[src/rtl/trap_ctrl.sv]
// Machine-mode trap/interrupt entry and mret sequencer: picks the event at commit,
// stalls the front end, drains memory traffic, pulses the CSR update, then redirects.
module trap_ctrl #(
  parameter int unsigned XLEN   = 64,
  parameter int unsigned ADDR_W = 64
) (
  input  logic              clk,
  input  logic              rst,
  input  logic              i_commit_valid,
  input  logic [ADDR_W-1:0] i_commit_pc,
  input  logic [ADDR_W-1:0] i_commit_nxt_pc,
  input  logic              i_inst_ecall,
  input  logic              i_inst_ebreak,
  input  logic              i_inst_mret,
  input  logic              i_mstatus_mie,
  input  logic              i_mie_mtie,
  input  logic              i_clint_mtip,
  input  logic [XLEN-1:0]   i_mtvec,
  input  logic [ADDR_W-1:0] i_mepc,
  input  logic              i_mem_busy,
  output logic              o_stall,
  output logic              o_trap_enter,
  output logic              o_trap_mret,
  output logic [ADDR_W-1:0] o_trap_epc,
  output logic [XLEN-1:0]   o_trap_cause,
  output logic              o_redirect_valid,
  output logic [ADDR_W-1:0] o_redirect_pc,
  output logic [31:0]       o_trap_cnt
);

  localparam logic [XLEN-1:0] EcallCause  = XLEN'(11);
  localparam logic [XLEN-1:0] EbreakCause = XLEN'(3);
  localparam logic [XLEN-1:0] IrqCause    = {1'b1, (XLEN-1)'(7)};

  typedef enum logic [2:0] {StIdle, StDrain, StEnter, StRet, StRedirect} state_e;

  state_e            r_state, w_state_nxt;
  logic [ADDR_W-1:0] r_epc, r_target;
  logic [XLEN-1:0]   r_cause;
  logic              r_kind_ret;
  logic [31:0]       r_trap_cnt;

  logic              w_irq, w_accept;
  logic [ADDR_W-1:0] w_epc_acc, w_base, w_trap_target;
  logic [XLEN-1:0]   w_cause_acc;

  assign w_irq    = i_mstatus_mie & i_mie_mtie & i_clint_mtip;
  assign w_accept = (r_state == StIdle) & i_commit_valid &
                    (i_inst_mret | i_inst_ecall | i_inst_ebreak | w_irq);

  always_comb begin
    w_cause_acc = IrqCause;
    w_epc_acc   = i_commit_nxt_pc;
    if (i_inst_ecall) begin
      w_cause_acc = EcallCause;
      w_epc_acc   = i_commit_pc;
    end else if (i_inst_ebreak) begin
      w_cause_acc = EbreakCause;
      w_epc_acc   = i_commit_pc;
    end
  end

  // Vectored mode only applies to interrupts; exceptions always go to the base.
  always_comb begin
    w_base        = {i_mtvec[ADDR_W-1:2], 2'b00};
    w_trap_target = w_base;
    if ((i_mtvec[1:0] == 2'b01) && r_cause[XLEN-1]) begin
      w_trap_target = w_base + ADDR_W'({r_cause[XLEN-2:0], 2'b00});
    end
  end

  always_comb begin
    w_state_nxt = r_state;
    case (r_state)
      StIdle: begin
        if (w_accept) begin
          if (i_mem_busy)       w_state_nxt = StDrain;
          else if (i_inst_mret) w_state_nxt = StRet;
          else                  w_state_nxt = StEnter;
        end
      end
      StDrain: begin
        if (!i_mem_busy) w_state_nxt = r_kind_ret ? StRet : StEnter;
      end
      StEnter:    w_state_nxt = StRedirect;
      StRet:      w_state_nxt = StRedirect;
      StRedirect: w_state_nxt = StIdle;
      default:    w_state_nxt = StIdle;
    endcase
  end

  always_ff @(posedge clk) begin
    if (rst) begin
      r_state    <= StIdle;
      r_epc      <= '0;
      r_cause    <= '0;
      r_target   <= '0;
      r_kind_ret <= 1'b0;
      r_trap_cnt <= '0;
    end else begin
      r_state <= w_state_nxt;
      if (w_accept) begin
        r_kind_ret <= i_inst_mret;
        if (i_inst_mret) begin
          r_target <= i_mepc;
        end else begin
          r_epc   <= w_epc_acc;
          r_cause <= w_cause_acc;
        end
      end
      if (r_state == StEnter) begin
        r_target   <= w_trap_target;
        r_trap_cnt <= r_trap_cnt + 32'd1;
      end
    end
  end

  assign o_stall          = (r_state != StIdle);
  assign o_trap_enter     = (r_state == StEnter);
  assign o_trap_mret      = (r_state == StRet);
  assign o_redirect_valid = (r_state == StRedirect);
  assign o_redirect_pc    = r_target;
  assign o_trap_epc       = r_epc;
  assign o_trap_cause     = r_cause;
  assign o_trap_cnt       = r_trap_cnt;

endmodule

[config.mk]
export PLATFORM = sky130hd
export DESIGN_NAME = trap_ctrl
export DESIGN_NICKNAME = d
export VERILOG_FILES = /design/src/rtl/trap_ctrl.sv
export SDC_FILE = /design/constraint.sdc
export NUM_CORES = 1
export LEC_CHECK = 0
export BUFFER_PORTS_ARGS = -buffer_cell sky130_fd_sc_hd__buf_2
export CAP_MARGIN = 20
export CORE_AREA = 2 2 191 193
export CTS_BUF_LIST = sky130_fd_sc_hd__clkbuf_8
export DETAILED_ROUTE_END_ITERATION = 7
export DIE_AREA = 0 0 193 195
export SLEW_MARGIN = 15
export SYNTH_ARGS = -nofsm -noshare
export SYNTH_HDL_FRONTEND = slang
export SYNTH_SLANG_ARGS = --single-unit
[constraint.sdc]
create_clock -name clk -period 2.58 [get_ports clk]
set_input_delay 0.129 -clock clk [delete_from_list [all_inputs] [get_ports clk]]
set_output_delay 0.129 -clock clk [all_outputs]
set_load 0.01 [all_outputs]
==> results of run 1 <==
[state kept, by name, indices dropped and copies added (netlist names)]
name	cells
o_redirect_pc	64
o_trap_cause	3
o_trap_cnt	32
o_trap_epc	64
r_kind_ret	1
r_state	3
[logic make-up after synthesis]
family / count (synthesis)
simple gates: 511
compound gates: 262
flops: 167
buf+inv: 160
xor+xnor: 82
fa+ha+maj: 6
mux: 2
other cells: 1
[metal layers]
| layer | track usage, % | vias up | share of wire, % | wire length (microns) |
|---|---|---|---|---|
| met2 | 37.1 | 543 | 49 | 20700 |
| met5 | 0 | - | 0.031 | 13 |
| met1 | 23.4 | 5383 | 38 | 16000 |
| li1 | - | 5390 | - | - |
| met4 | 11.8 | 2 | 4.5 | 1880 |
| met3 | 6.40 | 95 | 8.3 | 3470 |
[power groups by stage]
stage	Sequential (mW)	Clock (mW)	Combinational [mW]
4_1_cts	2.85	2.07	1.67
2_1_floorplan	2.98	0	0.667
3_3_place_gp	2.91	0	1.34
6_report	2.85	1.98	1.71
3_5_place_dp	2.91	0	1.34
5_1_grt	2.87	2.14	1.86
[final timing paths]
kind / start / end / slack, ns / cells past startpoint
setup / recovery: i_mtvec[2] / o_redirect_pc[38] / 0.15 / 10
hold / removal: i_mepc[30] / o_redirect_pc[30] / 0.06 / 4
setup reg to reg: o_trap_cause[1] / o_redirect_pc[38] / 0.17 / 8
hold reg to reg: o_redirect_pc[0] / o_redirect_pc[0] / 0.48 / 2
[layout make-up]
cell class,instances,area share (%)
well taps,461,3.96
repair buffers,708,34.0
diodes,4,0.0688
clock buffers,20,1.89
clock inverters,12,0.808
multi-input cells,922,35.9
flip-flops and latches,167,23.0
inverters,14,0.361
[metrics by stage]
step / hold WS (ns) / total power [mW] / cell area [sq um] / instances
5_1_grt: 0.0109 / 6.87 / 14600 / 2308
3_5_place_dp: 0.384 / 4.25 / 11700 / 2026
6_report: 0.0563 / 6.54 / 14600 / 2308
3_3_place_gp: 0.373 / 4.24 / 11700 / 2026
2_1_floorplan: 0.265 / 3.64 / 9370 / 1249
4_1_cts: 0.00169 / 6.59 / 14500 / 2300
[placed cells by master, fill, tap and decap left out, types with 11 or more instances in the layout]
| cell type | count |
|---|---|
| and4_1 | 11 |
| nand2_1 | 212 |
| and3_1 | 16 |
| a31o_2 | 30 |
| conb_1 | 59 |
| a21oi_1 | 48 |
| nand3_1 | 46 |
| nand4_1 | 25 |
| buf_2 | 433 |
| nor3_1 | 18 |
| xnor2_1 | 50 |
| nor2_1 | 130 |
| a311oi_1 | 82 |
| buf_4 | 23 |
| inv_1 | 14 |
| xor2_1 | 32 |
| dlygate4sd3_1 | 242 |
| dfxtp_1 | 167 |
| o21ai_0 | 78 |
| nor4_1 | 17 |
| clkbuf_8 | 20 |
[timing repair]
| action | 4_1_cts | 5_1_grt |
|---|---|---|
| pin swaps | 0 | 2 |
| hold buffers | 242 | 0 |
| endpoints found under the setup margin | 13 | 63 |
| hold endpoints to repair | 129 | 0 |
| gates resized for setup | 1 | 3 |
| setup buffers | 0 | 4 |
[critical path, delay by kind of cell]
kind / cells / cell delay [ns]
fa+ha+maj: 2 / 0.65
simple gates: 3 / 0.58
compound gates: 3 / 0.78
buf+inv: 2 / 0.69
==> impl_metrics.ini, run 1 <==
[worst_setup_path]
crit_path_max_incr_delay_ns = 0.55
crit_fanout = 11
cp-end-kind = register
critical-path-slowest-cell = dlygate4sd3_1
required_ns = 2.99
cp_cell_sequence = dlygate4sd3_1 > buf_2 > ha_1 > fa_1 > a211oi_2 > nor2_4 > and4_1 > a21oi_1 > nor3_1 > a311oi_1
path_class = in -> reg
arrival_ns = 2.83
critPathLaunchType = primary input

[detailed_routing]
dr.pass1.iters = 7
via_count = 11413
drc_errors = 0
drt_wl_total_mm = 42.0
wl_per_cell_microns = 18.2
via_per_inst = 4.94
ant_nets = 0
drtIter0Drc = 455

[cts]
cts_tree = done
h-tree-depth = 4
cts_root_buf = clkbuf_8
cts.clk_slew.worst_paths_ns = 0.10
cts_buffers = 17
cts_buffer_depth = 2
clk_latency_ns = 0.49
clock_sinks = 167

[logic_synthesis]
async_flop_share_pct = 0
synth_xor_area_share_pct = 7.85
synth_top_family_by_area = simple AND/OR/NAND/NOR gates
synthTopCellsByCount = nand2_1 (213), dfxtp_1 (167), nor2_1 (133), a311oi_1 (82), o21ai_0 (78)
synth_compound_area_share_pct = 19.7
synth_warnings = 0
avgSynthCellArea_sq_um = 7.68
synth_edf_count = 0
syn_area_sq_mm = 0.00915
synth_adder_area_share_pct = 0.902
synth_most_common_cell = nand2_1
synth_top_flop_cell = dfxtp_1
yosysTopAreaCellShare_pct = 36.5
yosys.area_share.simple_pct = 25.6
synth_cell_types = 51
netlist_instances = 1191
synth-seq-cells = 167
synth-seq-area-share_pct = 36.5
synth_top_cell_by_area = dfxtp_1
yosys-top-cells-area = dfxtp_1 (37%), nand2_1 (8.7%), a311oi_1 (7.8%)
synth_mux_area_share_pct = 0.219

[floorplanning]
rows = 69
die_h_microns = 195
die_area_sq_mm = 0.0376
initial_core_util_pct = 25.9
pin_count = 494
die_x_microns = 193
core_area_sq_mm = 0.0354

[global_routing]
grt_pass1_vias = 11226
grt_use_total_pct = 21.5
grt_max_degree = 78
gr-total-overflow = 0
grt_pass1_wl_mm = 62.5
antenna_found_initial = 5

[timing]
fin_skew_ns = 0.0150
finalWorstSetupSlack_ns = 0.153
worst_pin_slew_ns = 0.706
fin_crit_ns = 2.43
finalHoldViolCount = 0
maxSlewHeadroom_pct = 52.5
timing.fmax_ghz = 0.412
fin_tns_setup_ns = 0
drv_slew = 0
post-route-period-util_pct = 94.1
setup_violations = 0

[power_and_ir_drop]
ir_worst_vdd_uv = 312
power_frac_comb_pct = 26.1
seqPwrFrac_pct = 43.6
p_switching_mw = 2.11
p_leak_nw = 6.35
p_per_area_mw_per_mm2 = 449
p_int_mw = 4.43
power_switching_share_pct = 32.2
power_frac_clock_pct = 30.3

[placement]
place_congestion = 0.860
hpwlAfterDp_mm = 28.8
dp_slack_ns = -0.174
port-buffer-count = 434

[final_layout]
drive_gt1_share_pct = 29.5
area_growth_pct = 59.1
finalNetCount = 2102
fillers = 3472
final-seq-area_sq_mm = 0.00334
fin_util_pct = 41.1
multi_input_area_sq_mm = 0.00523

[flow_run]
drv_cap = 0

[min_path]
hp-class = in -> reg

[outcome]
status = finished, final reports clean
Note: power is estimated with default switching activity, not from simulation.
==> inputs of run 2 (changes only) <==
--- a/config.mk
+++ b/config.mk
@@ -7,10 +7,13 @@
 export LEC_CHECK = 0
 export BUFFER_PORTS_ARGS = -buffer_cell sky130_fd_sc_hd__buf_2
 export CAP_MARGIN = 20
-export CORE_AREA = 2 2 191 193
+export CELL_PAD_IN_SITES_DETAIL_PLACEMENT = 1
+export CELL_PAD_IN_SITES_GLOBAL_PLACEMENT = 2
+export CORE_MARGIN = 3
+export CORE_UTILIZATION = 24
 export CTS_BUF_LIST = sky130_fd_sc_hd__clkbuf_8
 export DETAILED_ROUTE_END_ITERATION = 7
-export DIE_AREA = 0 0 193 195
+export PLACE_DENSITY_LB_ADDON = 0.1
 export SLEW_MARGIN = 15
 export SYNTH_ARGS = -nofsm -noshare
 export SYNTH_HDL_FRONTEND = slang
==> impl_metrics.ini, run 2 (synthesis gave the netlist of run 1 again) <==
[outcome]
status = finished, final reports clean

[worst_setup_path]
path_class = reg -> reg
timing.rr.end = o_redirect_pc[3]
cp-end-kind = register
required_ns = 2.96
crit_fanout = 34
arrival_ns = 2.80
r2r_cells = 8
rrSetupSlack_ns = 0.16
r2r-start = r_state[2]
critPathLaunchType = register
startpoint = r_state[2]

[power_and_ir_drop]
power_frac_clock_pct = 31.0
p_per_area_mw_per_mm2 = 454
seqPwrFrac_pct = 43.0
p_leak_nw = 6.35
power_frac_comb_pct = 26.0
power_switching_share_pct = 31.4
p_switching_mw = 2.08
power.total_mw = 6.63
ir_worst_vdd_uv = 295
p_int_mw = 4.54

[detailed_routing]
drt_wl_total_mm = 47.2
via_per_inst = 4.78
dr.pass1.iters = 4
via_count = 11238
drc_errors = 0
wl_per_cell_microns = 20.1
ant_nets = 0
drtIter0Drc = 444

[min_path]
whs_endpoint = o_redirect_pc[58]
hold_start = i_mepc[58]
min_path_cells = 4
hp-class = in -> reg

[flow_run]
drv_cap = 0

[global_routing]
grt_pass1_wl_mm = 70.1
grt_use_total_pct = 21.8
grt_max_degree = 108
antenna_found_initial = 6
grt_pass1_vias = 11739
gr-total-overflow = 0

[final_layout]
fin_util_pct = 39.3
area_growth_pct = 59.4
final_area_sq_mm = 0.0146
fillers = 4676
drive_gt1_share_pct = 29.6
final_common_cell = buf_2
final_cell_mix = buf_2 (433), dlygate4sd3_1 (233), nand2_1 (212), dfxtp_1 (167), nor2_1 (131)
finalNetCount = 2098
finalNonFillerCells = 2350

[timing]
post-route-period-util_pct = 93.7
fin_crit_ns = 2.42
rsz0062_at_grt = true
finalHoldViolCount = 0
maxSlewHeadroom_pct = 53.6
holdWs_ns = 0.0449
timing.fmax_ghz = 0.414
drv_slew = 0
fin_tns_setup_ns = 0
setup_violations = 0
finalWorstSetupSlack_ns = 0.163
fin_skew_ns = 0.0107
worst_pin_slew_ns = 0.695

[cts]
h-tree-depth = 4
cts_buffers = 17
cts_buffer_depth = 2
cts_tree = done
cts_root_buf = clkbuf_8
cts.clk_slew.worst_paths_ns = 0.09
clk_latency_ns = 0.49
clock_sinks = 167

[placement]
port-buffer-count = 434
dp_slack_ns = 0.142
place_area_sq_mm = 0.0117
hpwlAfterDp_mm = 33.1
place_inst = 2071
place_congestion = 0.833

[floorplanning]
rows = 70
die_area_sq_mm = 0.0405
die_h_microns = 201
core_area_sq_mm = 0.0371
die_x_microns = 201
pin_count = 494
initial_core_util_pct = 24.6
## run 2: routing by layer
metal	track usage, %	vias to the layer above	share of wire [%]
met4	7.15	0	2.5
met2	38.4	347	50
met1	26.4	5447	43
met3	4.69	59	5.4
li1	-	5385	-
met5	0	-	0
## run 2: worst max path at each step
| stage | depth (start not counted) | to |
|---|---|---|
| after floorplan | 9 | o_redirect_pc[42] |
| after global routing | 8 | o_redirect_pc[3] |
| final | 8 | o_redirect_pc[3] |
| after CTS | 8 | o_redirect_pc[3] |
| after detailed placement | 8 | o_redirect_pc[56] |
| after global placement | 8 | o_redirect_pc[56] |
## run 2: what timing repair did
| item | CTS | global route |
|---|---|---|
| endpoints found under the hold margin | 128 | 0 |
| hold buffers | 233 | 0 |
| endpoints found under the setup margin | 0 | 64 |
| buffers inserted | 0 | 3 |
| gates resized for setup | 0 | 10 |
## run 2: final cells by class
class / count / area [sq um] / share of cell area (%)
antenna: 7 / 17.5 / 0.120
clock buffer: 22 / 303 / 2.08
clock inverter: 10 / 104 / 0.712
inverter: 14 / 52.6 / 0.360
multi-input combinational: 922 / 5230 / 35.8
sequential: 167 / 3340 / 22.9
tap: 504 / 631 / 4.32
timing repair buffer: 704 / 4910 / 33.6
## run 2: critical path: stages, from the launching register on
cell and delay [ns]:
dfxtp_1 0.37, nor3_1 0.20, buf_4 0.16, nand3_4 0.40
buf_6 0.33, nand2_1 0.07, and3_1 0.15, a311oi_1 0.04
dlygate4sd3_1 0.56
## run 2: power by group through the flow
stage,Clock (mW),Combinational [mW],Sequential (mW)
after global routing,2.22,1.89,2.87
after global placement,0,1.35,2.91
after detailed placement,0,1.36,2.91
after CTS,2.15,1.68,2.85
after floorplan,0,0.667,2.98
final,2.06,1.72,2.85
